File: src/rtl/bcd_pkg.sv
// rtl/bcd_pkg.sv - shared BCD digit type, limits and sanitize helper.
package bcd_pkg;

    typedef logic [3:0] bcd_digit_t;

    localparam bcd_digit_t BCD_MAX = 4'd9;
    localparam bcd_digit_t BCD_MIN = 4'd0;

    // Out-of-range nibbles collapse to zero so a decoder never sees A-F.
    function automatic bcd_digit_t bcd_sanitize(input logic [3:0] v);
        return (v > BCD_MAX) ? BCD_MIN : bcd_digit_t'(v);
    endfunction

endpackage

File: src/rtl/bcd_digit.sv
// rtl/bcd_digit.sv - one registered BCD digit cell with carry/borrow out.
// BCD_COUNTER_UPDOWN_EN adds the dir_i port and borrow path.
module bcd_digit
    import bcd_pkg::*;
(
    input  logic       clk_i,
    input  logic       rst_i,
    input  logic       clr_i,
    input  logic       load_i,
    input  bcd_digit_t load_val_i,
    input  logic       step_i,
`ifdef BCD_COUNTER_UPDOWN_EN
    input  logic       dir_i,
`endif
    output bcd_digit_t digit_o,
    output logic       carry_o
);

    bcd_digit_t d_q, d_d;
    bcd_digit_t inc_val;

    assign inc_val = (d_q == BCD_MAX) ? BCD_MIN : d_q + 4'd1;

`ifdef BCD_COUNTER_UPDOWN_EN
    bcd_digit_t dec_val;
    assign dec_val = (d_q == BCD_MIN) ? BCD_MAX : d_q - 4'd1;
    // Ripple signal is a carry when counting up and a borrow when counting down.
    assign carry_o = step_i && (dir_i ? (d_q == BCD_MAX) : (d_q == BCD_MIN));
`else
    assign carry_o = step_i && (d_q == BCD_MAX);
`endif

    always_comb begin
        d_d = d_q;
        if (clr_i) begin
            d_d = BCD_MIN;
        end else if (load_i) begin
            d_d = bcd_sanitize(load_val_i);
        end else if (step_i) begin
`ifdef BCD_COUNTER_UPDOWN_EN
            d_d = dir_i ? inc_val : dec_val;
`else
            d_d = inc_val;
`endif
        end
    end

    always_ff @(posedge clk_i) begin
        if (rst_i) begin
            d_q <= BCD_MIN;
        end else begin
            d_q <= d_d;
        end
    end

    assign digit_o = d_q;

endmodule

File: src/rtl/bcd_counter.sv
// rtl/bcd_counter.sv - multi-digit BCD counter with prescaler and wrap pulse.
// BCD_COUNTER_UPDOWN_EN enables the up_i port and down-counting.
module bcd_counter
    import bcd_pkg::*;
#(
    parameter int DIGITS   = 4,
    parameter int TICK_DIV = 50_000_000
) (
    input  logic                clk_i,
    input  logic                rst_i,
    input  logic                en_i,
    input  logic                clr_i,
    input  logic                load_i,
    input  logic [4*DIGITS-1:0] load_val_i,
`ifdef BCD_COUNTER_UPDOWN_EN
    input  logic                up_i,
`endif
    output logic [4*DIGITS-1:0] count_o,
    output logic                wrap_o
);

    localparam int PW = (TICK_DIV > 1) ? $clog2(TICK_DIV) : 1;
    localparam logic [PW-1:0] PRE_LAST = PW'(TICK_DIV - 1);

    logic [PW-1:0] pre_q, pre_d;
    logic          wrap_q, wrap_d;
    logic          tick;
    logic [DIGITS:0] step_chain;

    assign tick          = en_i && (pre_q == PRE_LAST);
    assign step_chain[0] = tick;

    always_comb begin
        pre_d = pre_q;
        if (clr_i || load_i) begin
            pre_d = '0;
        end else if (en_i) begin
            pre_d = tick ? '0 : pre_q + PW'(1);
        end
    end

    // A tick coinciding with clear or load is discarded, so no wrap either.
    assign wrap_d = step_chain[DIGITS] && !clr_i && !load_i;

    always_ff @(posedge clk_i) begin
        if (rst_i) begin
            pre_q  <= '0;
            wrap_q <= 1'b0;
        end else begin
            pre_q  <= pre_d;
            wrap_q <= wrap_d;
        end
    end

    for (genvar i = 0; i < DIGITS; i++) begin : g_digit
        bcd_digit u_digit (
            .clk_i      (clk_i),
            .rst_i      (rst_i),
            .clr_i      (clr_i),
            .load_i     (load_i),
            .load_val_i (load_val_i[4*i +: 4]),
            .step_i     (step_chain[i]),
`ifdef BCD_COUNTER_UPDOWN_EN
            .dir_i      (up_i),
`endif
            .digit_o    (count_o[4*i +: 4]),
            .carry_o    (step_chain[i+1])
        );
    end

    assign wrap_o = wrap_q;

endmodule
File: config.mk
export PLATFORM = sky130hd
export DESIGN_NAME = bcd_counter
export DESIGN_NICKNAME = d
export VERILOG_FILES = /design/src/rtl/bcd_pkg.sv /design/src/rtl/bcd_digit.sv /design/src/rtl/bcd_counter.sv
export SDC_FILE = /design/constraint.sdc
export NUM_CORES = 1
export LEC_CHECK = 0
export ABC_AREA = 1
export BUFFER_PORTS_ARGS = -buffer_cell sky130_fd_sc_hd__buf_2
export CORE_ASPECT_RATIO = 1.25
export CORE_UTILIZATION = 50
export DETAILED_ROUTE_END_ITERATION = 8
export PLACE_DENSITY_LB_ADDON = 0.12
export SYNTH_ARGS = -nofsm -noshare
export SYNTH_HDL_FRONTEND = slang
export SYNTH_SLANG_ARGS = --single-unit
File: constraint.sdc
create_clock -name clk_i -period 2 [get_ports clk_i]
set_clock_uncertainty 0.15 [all_clocks]
set_input_delay 0.1 -clock clk_i [delete_from_list [all_inputs] [get_ports clk_i]]
set_output_delay 0.1 -clock clk_i [all_outputs]
set_load 0.05 [all_outputs]
=== Yosys cells after proc, flatten, opt, wreduce, memory -nomap -nowiden ===
Cells that the tools add are included.

* Logic and storage cells: 53
* Input port bits: 21
* Register bits after elaboration: 43

* Magnitude comparators: 4
* Add/subtract/negate cells: 5
* Equal/unequal tests: 5
* Reduce and logical (&&, ||, !) cells: 16
* Muxes and demuxes: 17

{| class="wikitable"
|+ Operators with widths
! operator !! number
|-
| two-way mux 4 bit || 16
|-
| adder 26 x 1 -> 26 bit (second input constant) || 1
|-
| == test 26 bit (second input constant) || 1
|-
| two-way mux 26 bit || 1
|-
| adder 4 x 1 -> 4 bit (second input constant) || 4
|-
| == test 4 bit (second input constant) || 4
|-
| > comparator 4 bit (second input constant) || 4
|-
| nonzero test 2 bit || 4
|-
| logical AND 1 bit || 7
|-
| OR reduction 2 bit || 2
|-
| logical NOT 1 bit || 2
|-
| logical OR 1 bit || 1
|}

=== Depth between registers and ports, before layout ===
Gate-level depths: netlist of run 1.

* Depth after elaboration: 8
* Gate-level depth with buffers: 11
* Depth with buffers taken out: 11

=== Cells and area by module ===
Synthesis of run 1 repeated with hierarchy kept, for this count alone.

* Cell total of the unflattened synthesis: 469
* Area total of the unflattened synthesis: 2,816.5 um2

{| class="wikitable"
|+ Modules (own cells, without submodules)
! module !! cells each !! sequential area each (um2) !! times used !! area an instance (um2)
|-
| bcd_counter || 265 || 540.5 || 1 || 1,660.3
|-
| bcd_digit || 51 || 80.1 || 4 || 289.0
|}

=== Least setup slack after synthesis of run 1 ===
Ideal clock, no wire load.

* Path kind: register to register
* Start: register g_digit[0].u_digit.d_q[0]
* End: register g_digit[2].u_digit.d_q[0]
* Setup time: 116 ps
* Data required time: 1,734 ps
* Path slack: 266 ps
* Cell stages (with the launch flop): 8
* Buffers on the path: 0
* Data arrival time: 1,468 ps
* Period minus slack after synthesis: 1,734 ps
* Cells stage by stage: dfxtp_1 nand2_1 nor2_1 nand4_1 nand2_1 inv_1 nor2_1 nor2_1

* Word-level cells in the longest chain between the ends: 4

{| class="wikitable"
|+ RTL lines
! item !! RTL line !! text
|-
| start, declared || bcd_digit.sv:19 || <nowiki>bcd_digit_t d_q, d_d;</nowiki>
|-
| start signal, assigned || bcd_digit.sv:50 || <nowiki>d_q <= BCD_MIN;</nowiki>
|-
| start signal, assigned || bcd_digit.sv:52 || <nowiki>d_q <= d_d;</nowiki>
|-
| == test 4 bit || bcd_digit.sv:30 || <nowiki>assign carry_o = step_i && (d_q == BCD_MAX);</nowiki>
|-
| logical AND 1 bit (2 in series) || bcd_digit.sv:30 ||
|-
| nonzero test 2 bit (no source line) || - ||
|-
| end signal, assigned || bcd_digit.sv:50 ||
|-
| end signal, assigned || bcd_digit.sv:52 ||
|-
| end, declared || bcd_digit.sv:19 ||
|}

No other way between the ends.
A chain may end at the register's enable or synchronous reset.

=== Worst setup path in the final report of run 1 ===
* Start: register pre_q[0]
* End: register pre_q[17]

* Word-level cells in the longest chain between the ends: 3
* Elaborated cells on any way between the ends: 4
* Classes of those cells: 1 x add/sub; 1 x eq/ne; 1 x mux; 1 x reduce/logical

{| class="wikitable"
|+ RTL lines
! item !! RTL line !! text
|-
| start, declared || bcd_counter.sv:25 || <nowiki>logic [PW-1:0] pre_q, pre_d;</nowiki>
|-
| start signal, assigned || bcd_counter.sv:50 || <nowiki>pre_q <= pre_d;</nowiki>
|-
| branches (longest 2 deep; another with adder 26 x 1 -> 26 bit) || - ||
|-
| two-way mux 26 bit (*) || bcd_counter.sv:38 || <nowiki>pre_d = tick ? '0 : pre_q + PW'(1);</nowiki>
|}

Every way passes the cells marked *.

==> results.json, run 1 <==
{
  "power.total_mw": 1.64,
  "grt_pass1_vias": 2240,
  "hpwl_um": 4240,
  "max_stage_delay_ns": 0.38,
  "cp-end-kind": "register",
  "fin_nets": 440,
  "cp_top_family": "simple AND/OR/NAND/NOR gates",
  "setup_viol_count_final": 0,
  "die_area_um2": 5130,
  "clk-insertion-delay-late_ns": 0.30,
  "syn-cell-area_um2": 2420,
  "critical_path_class": "register to register",
  "die_h_um": 79.9,
  "cap_violations": 0,
  "grt_max_degree": 16,
  "clk_pin_slew_ns": 0.09,
  "worst_slew_pin_slew_ns": 0.311,
  "yosys_warnings": 0,
  "cts_tree": "built",
  "clock-sinks": 43,
  "gp_congestion": 0.821,
  "yosysSeqAreaShare_pct": 35.5,
  "worst-path-buf-inv": 2,
  "fin_setup_tns_ns": 0,
  "period_minus_slack_ns": 1.83,
  "reg2reg_depth": 10,
  "worst_r2r_endpoint": "pre_q[17]",
  "hp-class": "input pin to register",
  "worstPathArrival_ns": 1.88,
  "synth_edf_count": 0,
  "ant_nets": 0,
  "core_um2": 4530,
  "async_reset_ff_share_pct": 0,
  "antenna_cells": 0,
  "synth_cell_types": 36,
  "period_share_pct": 91.4,
  "crit_slowest_cell": "dfxtp_1",
  "p_leak_nw": 1.14,
  "slew_viol_final": 0,
  "cts_buffers": 5,
  "io_pins": 38,
  "cts.path.max_buffers": 2,
  "drt_iter0_markers": 100,
  "crit_chain": "ha_1 -> nand3_2 -> inv_1 -> nand2_1 -> nor2_2 -> nand2_2 -> nand3_4 -> inv_2 -> o21ai_1 -> a21oi_1",
  "synth_nets": 391,
  "port_buffers": 37,
  "area_delta_synth_final_pct": 17.4,
  "grt_overflow": 0,
  "track_usage_pct": 23.6,
  "htree_num_levels": 2,
  "min_delay_path_depth": 5,
  "via_per_inst": 5.20,
  "finalHoldViolations": 0,
  "reg2reg_slack_ns": 0.17,
  "fp-row-count": 27,
  "die_w_um": 64.3,
  "powerDensity_nw_per_um2": 578,
  "remaining_drc_errors": 0,
  "worstSetupPathDepth": 10,
  "ir_worst_vdd_mv": 0.439,
  "rsz0062_at_grt": "true",
  "wirelength_um": 5590,
  "fmax_ghz": 0.547,
  "relSlewSlack_pct": 79.1,
  "synth_ff_type": "dfxtp_1",
  "start_util_pct": 53.6,
  "avgSynthCellArea_um2": 6.57,
  "cp_max_fo": 12,
  "hold_start": "load_val_i[12]",
  "worstPathRequired_ns": 2.05,
  "postSynthCellCount": 369,
  "grt_pass1_wl_um": 9430,
  "first_pass_iters": 4,
  "cts_root_buf": "clkbuf_8",
  "drive_gt1_share_pct": 17.4,
  "min_to": "g_digit[3].u_digit.digit_o[0]",
  "outcome": "completed",
  "vias": 2482,
  "post_drt_wl_per_cell_um": 11.7,
  "antenna_found_initial": 0,
  "ys_ff_latch": 43,
  "worstSetupStartpointType": "register",
  "reg2reg_from": "pre_q[0]"
}
==> through the flow <==
stage	hold WS [ns]	instance area, um^2	utilization, %	setup WS, ns	cells
final	0.0151	2850	62.9	0.172	477
after global routing	0.0333	2850	62.9	-0.00551	477
after CTS	0.0136	2840	62.8	0.136	477
after detailed placement	0.232	2690	59.4	0.155	463
after global placement	0.229	2690	59.4	0.214	463
after floorplan	0.0947	2420	-	0.266	369
==> placed cells by master (no fill, tap or decap), types with 5 or more instances in the layout <==
cell type | netlist | layout
nand3_1 | 31 | 31
a31oi_1 | 5 | 5
nand4_1 | 5 | 5
a21oi_1 | 24 | 24
nand2_1 | 82 | 80
xor2_1 | 7 | 7
inv_1 | 48 | 48
nor2_1 | 50 | 50
dfxtp_1 | 43 | 43
nand2_2 | 4 | 6
buf_4 | 0 | 5
buf_2 | 1 | 37
nor2_2 | 5 | 5
dlygate4sd3_1 | 0 | 6
clkbuf_8 | 0 | 5
o21ai_0 | 21 | 21
nor3_1 | 6 | 6
==> state kept, by name, indices dropped and copies added, names as in the netlist <==
name                     flops
pre_q                       26
g_digit.u_digit.digit_o     16
wrap_o                       1
==> worst register-to-register path, delay by kind of cell (launching register included) <==
family                     cells  cell delay (ns)
and+or+nand+nor                5             0.61
AOI/OAI and AO/OA              2             0.18
adders and majority gates      1             0.20
buffers and inverters          2             0.22
DFF                            1             0.38
==> power breakdown <==
part	total, mW	switching, mW	internal, mW
sequential	0.879	0.0133	0.866
combinational	0.184	0.119	0.0643
clock	0.582	0.332	0.250
total	1.64	0.465	1.18
==> repair_timing <==
item	in CTS	in global routing
resized for setup	0	2
hold buffers	6	0
setup endpoints to repair	0	5
setup buffers	0	0
endpoints found under the hold margin	5	0
==> metal layers <==
metal	part of all wire, %	global-route usage (%)
met1	42	24.8
met2	53	45.9
met3	3.7	4.71
met4	1.3	7.56
met5	0	0
==> cell usage after synthesis, types with 2 or more instances <==
cell	n	area (um^2)
nor2_1	50	188
nand2_2	4	25.0
a31oi_1	5	31.3
o21ai_1	4	20.0
nand2_1	82	308
nand3_1	31	155
a21oi_1	24	120
dfxtp_1	43	861
xor2_1	7	61.3
nor2_2	5	31.3
nor4_1	2	12.5
nor3_1	6	30.0
nand4_1	5	31.3
xnor2_1	2	17.5
inv_2	2	7.51
nand3_2	4	40.0
nor2_4	4	45.0
clkbuf_1	4	15.0
o21ai_0	21	105
inv_1	48	180
==> kinds of logic (layout without fill, tap and decap cells) <==
group / count (synthesis) / count (layout) / share of synthesized area [%]
AO/OA/AOI/OAI: 62 / 62 / 14.0
buffers and inverters: 56 / 106 / 9.03
XOR/XNOR: 9 / 9 / 3.25
flip-flops: 43 / 43 / 35.5
AND/OR/NAND/NOR: 198 / 198 / 37.7
adder cells (fa/ha/maj): 1 / 1 / 0.516
==> layout make-up <==
| type | instances | area, um^2 |
|---|---|---|
| well taps | 58 | 72.6 |
| clock buffers | 5 | 68.8 |
| multi-input cells | 270 | 1350 |
| fillers | 458 | 1680 |
| clock inverters | 3 | 23.8 |
| flip-flops and latches | 43 | 861 |
| repair buffers | 48 | 283 |
| inverters | 50 | 188 |
==> worst max path at each step <==
stage / start / to / slack (ns)
5_1_grt: pre_q[0] / pre_q[9] / -0.006
4_1_cts: pre_q[0] / g_digit[2].u_digit.digit_o[1] / 0.14
6_report: pre_q[0] / pre_q[17] / 0.17
3_3_place_gp: pre_q[0] / g_digit[2].u_digit.digit_o[3] / 0.21
3_5_place_dp: pre_q[0] / g_digit[2].u_digit.digit_o[1] / 0.15
2_1_floorplan: g_digit[0].u_digit.digit_o[0] / g_digit[2].u_digit.digit_o[0] / 0.27
Note: power is estimated with default switching activity, not from simulation.
==> run 2: changes to the inputs <==
--- a/config.mk
+++ b/config.mk
@@ -6,10 +6,10 @@
 export NUM_CORES = 1
 export LEC_CHECK = 0
 export ABC_AREA = 1
-export BUFFER_PORTS_ARGS = -buffer_cell sky130_fd_sc_hd__buf_2
 export CORE_ASPECT_RATIO = 1.25
-export CORE_UTILIZATION = 50
+export CORE_UTILIZATION = 63
 export DETAILED_ROUTE_END_ITERATION = 8
+export DONT_BUFFER_PORTS = 1
 export PLACE_DENSITY_LB_ADDON = 0.12
 export SYNTH_ARGS = -nofsm -noshare
 export SYNTH_HDL_FRONTEND = slang
==> results.json, run 2 (synthesized netlist as in run 1, its figures left out) <==
{
  "via_per_inst": 6.01,
  "intPower_mw": 1.36,
  "final_cell_mix": "80 x nand2_1, 49 x nor2_1, 48 x inv_1",
  "cp-end-kind": "register",
  "drive_gt1_share_pct": 13.4,
  "finalHoldViolations": 0,
  "fp-row-count": 24,
  "io_pins": 38,
  "wirelength_um": 7680,
  "cap_violations": 0,
  "startpoint": "pre_q[20]",
  "die_h_um": 71.4,
  "clk-insertion-delay-late_ns": 0.31,
  "period_minus_slack_ns": 1.88,
  "hp-class": "input pin to register",
  "clkPwrFrac_pct": 39.7,
  "grt_pass1_vias": 2581,
  "worst_slew_pin_slew_ns": 0.803,
  "critical_path_class": "register to register",
  "ant_nets": 0,
  "placed_cell_area_um2": 2580,
  "powerDensity_nw_per_um2": 603,
  "power.total_mw": 1.82,
  "worstSetupStartpointType": "register",
  "start_util_pct": 67.9,
  "largest_reg_flops": 26,
  "htree_num_levels": 2,
  "slew_viol_final": 0,
  "post_drt_wl_per_cell_um": 16.8,
  "cts_buffers": 5,
  "min_delay_path_depth": 6,
  "reg2reg_from": "pre_q[20]",
  "busiest_layer": "met2",
  "core_um2": 3570,
  "switching_share_pct": 25.6,
  "remaining_drc_errors": 0,
  "hpwl_um": 4250,
  "worst_r2r_endpoint": "g_digit[3].u_digit.digit_o[3]",
  "clk_pin_slew_ns": 0.09,
  "track_usage_pct": 35.5,
  "p_switching_mw": 0.466,
  "use_met3_pct": 5.96,
  "reg2reg_slack_ns": 0.12,
  "clock-sinks": 43,
  "stdcell_area_um2": 3020,
  "area_delta_synth_final_pct": 24.6,
  "combPwrFrac_pct": 12.2,
  "grtUsageMet1_pct": 38.6,
  "met2_usage_pct": 63.6,
  "whs_ns": 0.0146,
  "endpoint": "g_digit[3].u_digit.digit_o[3]",
  "first_pass_iters": 7,
  "grt_overflow": 0,
  "relSlewSlack_pct": 46.5,
  "cts_root_buf": "clkbuf_8",
  "p_leak_nw": 1.20,
  "fin_setup_tns_ns": 0,
  "cp_max_fo": 6,
  "drt_iter0_markers": 297,
  "setup_viol_count_final": 0,
  "die_area_um2": 4100,
  "reg2reg_depth": 10,
  "grt_pass1_wl_um": 11200,
  "fin_util_pct": 84.6,
  "ir_worst_vdd_mv": 0.518,
  "p_seq_share_pct": 48.1,
  "grt_max_degree": 21,
  "fin_nets": 439,
  "antenna_found_initial": 0,
  "final_common_cell": "nand2_1",
  "gp_congestion": 0.858,
  "outcome": "completed",
  "worstPathRequired_ns": 2.09,
  "die_w_um": 57.5,
  "worstPathArrival_ns": 1.97,
  "regMostFlops": "pre_q",
  "vias": 2748,
  "period_share_pct": 94.2,
  "fmax_ghz": 0.531,
  "port_buffers": 0,
  "antenna_cells": 0,
  "cts.path.max_buffers": 2,
  "cts_tree": "built"
}
-- run 2: worst min-delay path by stage --
stage / from / endpoint / slack [ns]
after global placement: en_i / pre_q[0] / 0.11
after floorplan: en_i / pre_q[0] / 0.09
after CTS: load_i / g_digit[3].u_digit.digit_o[0] / 0.007
after detailed placement: en_i / pre_q[0] / 0.11
final: load_val_i[14] / g_digit[3].u_digit.digit_o[2] / 0.01
after global routing: load_i / g_digit[0].u_digit.digit_o[1] / 0.05
-- run 2: power groups by stage --
stage / combinational (mW) / sequential (mW) / clock [mW]
2_1_floorplan: 0.0867 / 0.930 / 0
3_3_place_gp: 0.148 / 0.894 / 0
3_5_place_dp: 0.151 / 0.894 / 0
4_1_cts: 0.197 / 0.874 / 0.714
5_1_grt: 0.235 / 0.877 / 0.754
6_report: 0.223 / 0.876 / 0.722
-- run 2: worst max-delay path, stage by stage (launching register included) --
cell	delay, ns
dfxtp_1	0.41
nand2_1	0.07
nor2_1	0.24
nand2_1	0.15
nor2_4	0.16
nand3_2	0.15
nand2_4	0.13
nand3_2	0.12
nand2_1	0.10
nand2_1	0.05
nor2_1	0.08
-- run 2: layer usage --
metal  vias up  wire length, um
li1       1296                -
met1      1230             2720
met2       174             4010
met3        48              577
met4         0              368
met5         -                0
-- run 2: per-stage QoR --
step	instances	setup slack, ns
final	457	0.117
after global routing	457	-0.0232
after CTS	454	0.0662
after detailed placement	421	0.141
after global placement	421	0.194
after floorplan	369	0.266
-- run 2: layout make-up --
type / count / area (um^2)
Multi-Input combinational cell: 270 / 1370
Sequential cell: 43 / 862
Fill cell: 201 / 552
Timing Repair Buffer: 47 / 433
Inverter: 50 / 188
Clock buffer: 6 / 82.6
Tap cell: 39 / 48.8
Clock inverter: 2 / 35.0
-- run 2: timing repair --
action / in CTS / in global routing
hold endpoints to repair: 25 / 0
hold buffers: 25 / 0
setup buffers: 0 / 3
endpoints found under the setup margin: 0 / 16
resized for setup: 0 / 10
==> run 3: changes to the inputs <==
--- a/config.mk
+++ b/config.mk
@@ -7,10 +7,12 @@
 export LEC_CHECK = 0
 export ABC_AREA = 1
 export CORE_ASPECT_RATIO = 1.25
-export CORE_UTILIZATION = 63
+export CORE_UTILIZATION = 64
 export DETAILED_ROUTE_END_ITERATION = 8
 export DONT_BUFFER_PORTS = 1
 export PLACE_DENSITY_LB_ADDON = 0.12
+export SLEW_MARGIN = 30
 export SYNTH_ARGS = -nofsm -noshare
 export SYNTH_HDL_FRONTEND = slang
+export SYNTH_HIERARCHICAL = 1
 export SYNTH_SLANG_ARGS = --single-unit
==> results.json, run 3 <==
{
  "cts_buffers": 5,
  "track_usage_pct": 75.3,
  "lastStage": "5_1_grt",
  "die_h_um": 76.2,
  "firstError": "[ERROR GRT-0232] Routing congestion too high. Check the congestion heatmap in the GUI.",
  "grt_overflow": 59,
  "outcome": "did not finish",
  "yosysMostFrequentCell": "nand2_1",
  "die_w_um": 61.3,
  "worst-ep-kind": "register input",
  "gp_congestion": 0.923,
  "synth_cell_types": 25,
  "synth_nets": 491,
  "fp-row-count": 26,
  "clock-sinks": 43,
  "yosys.area.top_type": "dfxtp_1",
  "ys_ff_latch": 43,
  "cts.path.max_buffers": 2,
  "syn-cell-area_um2": 2820,
  "yosysTopAreaCellShare_pct": 30.6,
  "io_pins": 38,
  "dp.cells": 575,
  "synth_edf_count": 0,
  "synthTopCellsByArea": "dfxtp_1 31%, nand2_1 17%, nor2_1 11%",
  "port_buffers": 0,
  "grt_max_degree": 30,
  "placed_cell_area_um2": 3360,
  "avgSynthCellArea_um2": 6.01,
  "postSynthCellCount": 469,
  "yosysSeqAreaShare_pct": 30.6,
  "synth_ff_type": "dfxtp_1",
  "place_ws_ns": -0.246,
  "yosys_warnings": 6,
  "async_reset_ff_share_pct": 0,
  "synth_top_cells_by_count": "125 x nand2_1, 82 x nor2_1, 65 x inv_1",
  "htree_num_levels": 2,
  "cts_root_buf": "clkbuf_8",
  "worst_endpoint": "g_digit[3].u_digit/digit_o[1]$_SDFFE_PP0P_/D",
  "hpwl_um": 6030,
  "start_util_pct": 67.6
}
==> run 3: changes by cell type after synthesis, moves of 6 or more <==
| cell | delta |
|---|---|
| o21ai_0 | -9 |
| nand2_2 | +6 |
| nand3_1 | +10 |
| a21oi_1 | +6 |
| inv_1 | +17 |
| nand2_1 | +43 |
| nor2_1 | +32 |
==> run 3: stage by stage <==
step	TNS (ns)	hold WS, ns
floorplan	-1.32	0.113
detailed placement	-1.33	0.114
global placement	-0.760	0.107
CTS	-1.30	-0.154
==> run 3: kinds of logic after synthesis <==
logic type                 share of synthesized area, %
adders and majority gates                         0.444
buffers and inverters                              9.51
AOI/OAI and AO/OA                                  10.0
and+or+nand+nor                                    46.6
xor gates and xnor gates                           2.80
DFF                                                30.6
==> run 3: what timing repair did <==
item,in CTS
setup endpoints to repair,10
hold endpoints to repair,30
hold buffers,30
resized for setup,7
cloned,0
setup buffers,4
pin swaps,5
==> run 3: layer usage <==
metal  overflow  global-route usage, %
met1          0                   73.9
met2         40                   95.3
met3          0                   50.9
met4         19                   81.8
met5          0                      0
==> run 4: changes to the inputs <==
--- a/config.mk
+++ b/config.mk
@@ -6,11 +6,10 @@
 export NUM_CORES = 1
 export LEC_CHECK = 0
 export ABC_AREA = 1
-export CORE_ASPECT_RATIO = 1.25
-export CORE_UTILIZATION = 64
+export CORE_UTILIZATION = 40
 export DETAILED_ROUTE_END_ITERATION = 8
 export DONT_BUFFER_PORTS = 1
-export PLACE_DENSITY_LB_ADDON = 0.12
+export PLACE_DENSITY_LB_ADDON = 0.15
 export SLEW_MARGIN = 30
 export SYNTH_ARGS = -nofsm -noshare
 export SYNTH_HDL_FRONTEND = slang
==> results.json, run 4 <==
{
  "whs_ns": -0.157,
  "cp_max_fo": 4,
  "hpwl_um": 5850,
  "track_usage_pct": 22.8,
  "fillCellCount": 645,
  "max_stage_delay_ns": 0.35,
  "synth_edf_count": 0,
  "clk_pin_slew_ns": 0.09,
  "register_area_um2": 875,
  "fmax_ghz": 0.439,
  "clock-sinks": 43,
  "largest_reg_flops": 26,
  "hp-class": "input pin to register",
  "cp-end-kind": "register",
  "antenna_cells": 0,
  "grt_pass1_vias": 2978,
  "drt_iter0_markers": 268,
  "worstPathRequired_ns": 2.05,
  "drive_gt1_share_pct": 25.8,
  "grt_pass1_wl_um": 13400,
  "cts_root_buf": "clkbuf_8",
  "powerDensity_nw_per_um2": 439,
  "crit_chain": "inv_2 -> nor2_1 -> nand3_1 -> nor2_2 -> nand3_2 -> nor3_4 -> inv_2 -> nor3_4 -> inv_2 -> nor3_4 -> inv_2 -> nor3_4 -> nand2_1 -> nand3_1 -> nand2_1 -> inv_1 -> a21oi_1",
  "instances_no_fill": 659,
  "final_cell_mix": "121 x nand2_1, 79 x nor2_1, 62 x buf_4",
  "cts.path.max_buffers": 2,
  "multi_input_area_um2": 1860,
  "antenna_found_initial": 0,
  "worstPathArrival_ns": 2.33,
  "period_minus_slack_ns": 2.28,
  "htree_num_levels": 2,
  "violations": "negative hold slack, negative setup slack",
  "core_um2": 6790,
  "critical_path_class": "register to register",
  "clk-insertion-delay-late_ns": 0.30,
  "outcome": "finished with violations",
  "grt_overflow": 0,
  "first_pass_iters": 4,
  "die_h_um": 85.9,
  "synth_top_family_by_area": "simple AND/OR/NAND/NOR gates",
  "synth_compound_area_share_pct": 10.0,
  "post_drt_wl_per_cell_um": 12.2,
  "crit_slowest_cell": "dfxtp_4",
  "postCtsHoldBufs": 25,
  "remaining_drc_errors": 0,
  "fin_ws_ns": -0.277,
  "postSynthCellCount": 469,
  "synth_nets": 491,
  "p_leak_nw": 1.60,
  "setup_viol_count_final": 9,
  "synth_top_cells_by_count": "125 x nand2_1, 82 x nor2_1, 65 x inv_1",
  "synth_cell_types": 25,
  "grt_max_degree": 30,
  "fp-row-count": 30,
  "vias": 3193,
  "io_pins": 38,
  "finalHoldViolations": 12,
  "cts_tree": "built",
  "cp_top_family": "simple AND/OR/NAND/NOR gates",
  "period_share_pct": 114,
  "wirelength_um": 8050,
  "synth_simple_gate_area_share_pct": 46.6,
  "die_w_um": 85.9,
  "syn-cell-area_um2": 2820,
  "synth_fa_ha_area_share_pct": 0.444,
  "fin_nets": 584,
  "synth_mux_area_share_pct": 0,
  "yosys.area.top_type": "dfxtp_1",
  "port_buffers": 0,
  "worst_slew_pin_slew_ns": 0.505,
  "yosysTopAreaCellShare_pct": 30.6,
  "area_delta_synth_final_pct": 40.2,
  "worstSetupStartpointType": "register",
  "relSlewSlack_pct": 66.3,
  "final_common_cell": "nand2_1",
  "regMostFlops": "pre_q",
  "async_reset_ff_share_pct": 0,
  "yosysMostFrequentCell": "nand2_1",
  "ir_worst_vdd_mv": 0.251,
  "start_util_pct": 41.5,
  "synthTopCellsByArea": "dfxtp_1 31%, nand2_1 17%, nor2_1 11%",
  "ys_ff_latch": 43,
  "cts_buffers": 5,
  "dp.cells": 618,
  "avgSynthCellArea_um2": 6.01,
  "rsz0062_at_grt": "true",
  "gp_congestion": 0.895,
  "yosys_warnings": 6,
  "yosysSeqAreaShare_pct": 30.6,
  "synth_xor_area_share_pct": 2.80,
  "synth_ff_type": "dfxtp_1",
  "cap_violations": 0,
  "ant_nets": 0,
  "worst-path-buf-inv": 5,
  "via_per_inst": 4.85,
  "die_area_um2": 7380,
  "slew_viol_final": 0
}
-- run 4: cell counts after synthesis --
Identical to the previous run, type by type.
-- run 4: logic make-up after synthesis --
kind of cell | count (synthesis)
flip-flops | 43
AND/OR/NAND/NOR | 296
adder cells (fa/ha/maj) | 1
AO/OA/AOI/OAI | 51
buffers and inverters | 69
XOR/XNOR | 9
-- run 4: final timing paths --
path | cells after the start | endpoint | from | slack (ns)
setup / recovery | 17 | g_digit[3].u_digit/digit_o[1] | pre_q[17] | -0.28
hold / removal | 3 | g_digit[1].u_digit/digit_o[2] | load_i | -0.16
setup reg to reg | 17 | g_digit[3].u_digit/digit_o[1] | pre_q[17] | -0.28
hold reg to reg | 3 | pre_q[22] | pre_q[22] | 0.40
-- run 4: power by group --
part           internal, mW  switching (mW)  total (mW)  leakage [nW]
sequential            0.863         0.00600       0.869         0.352
combinational        0.0848           0.136       0.221          1.19
clock                 0.322           0.322       0.644        0.0563
-- run 4: metrics by stage --
step | TNS [ns] | area (um^2) | worst slack (ns) | utilization (%) | power, mW
6_report | -1.76 | 3950 | -0.277 | 58.1 | 1.73
5_1_grt | -3.20 | 3950 | -0.452 | 58.1 | 1.81
4_1_cts | -2.37 | 3880 | -0.278 | 57.1 | 1.74
3_5_place_dp | -1.85 | 3430 | -0.292 | 50.5 | 1.05
3_3_place_gp | -1.24 | 3430 | -0.214 | 50.5 | 1.05
2_1_floorplan | -1.32 | 2910 | -0.300 | - | 1.02
-- run 4: what timing repair did --
| action | CTS | global route |
|---|---|---|
| setup buffers | 6 | 4 |
| hold endpoints to repair | 30 | 12 |
| pin swaps | 7 | 4 |
| gates resized for setup | 16 | 16 |
| endpoints found under the setup margin | 9 | 18 |
-- run 4: routing by layer --
layer,vias to the layer above,wire [um],global-route usage (%)
met5,-,0,0
met4,0,49,5.15
met3,4,421,3.56
met2,76,3800,36.4
met1,1444,3770,32.2
li1,1669,-,-
-- run 4: tightest hold or removal path: stages --
cell and delay (ns):
nor2_2 0.04, nand2_1 0.07, a21oi_2 0.05
-- run 4: final cells by class --
class                   count  share of cell area, %
repair buffers             88                   18.5
flip-flops and latches     43                   22.2
multi-input cells         357                   47.2
inverters                  67                   6.37
clock inverters             2                  0.349
clock buffers               6                   2.38
well taps                  96                   3.04
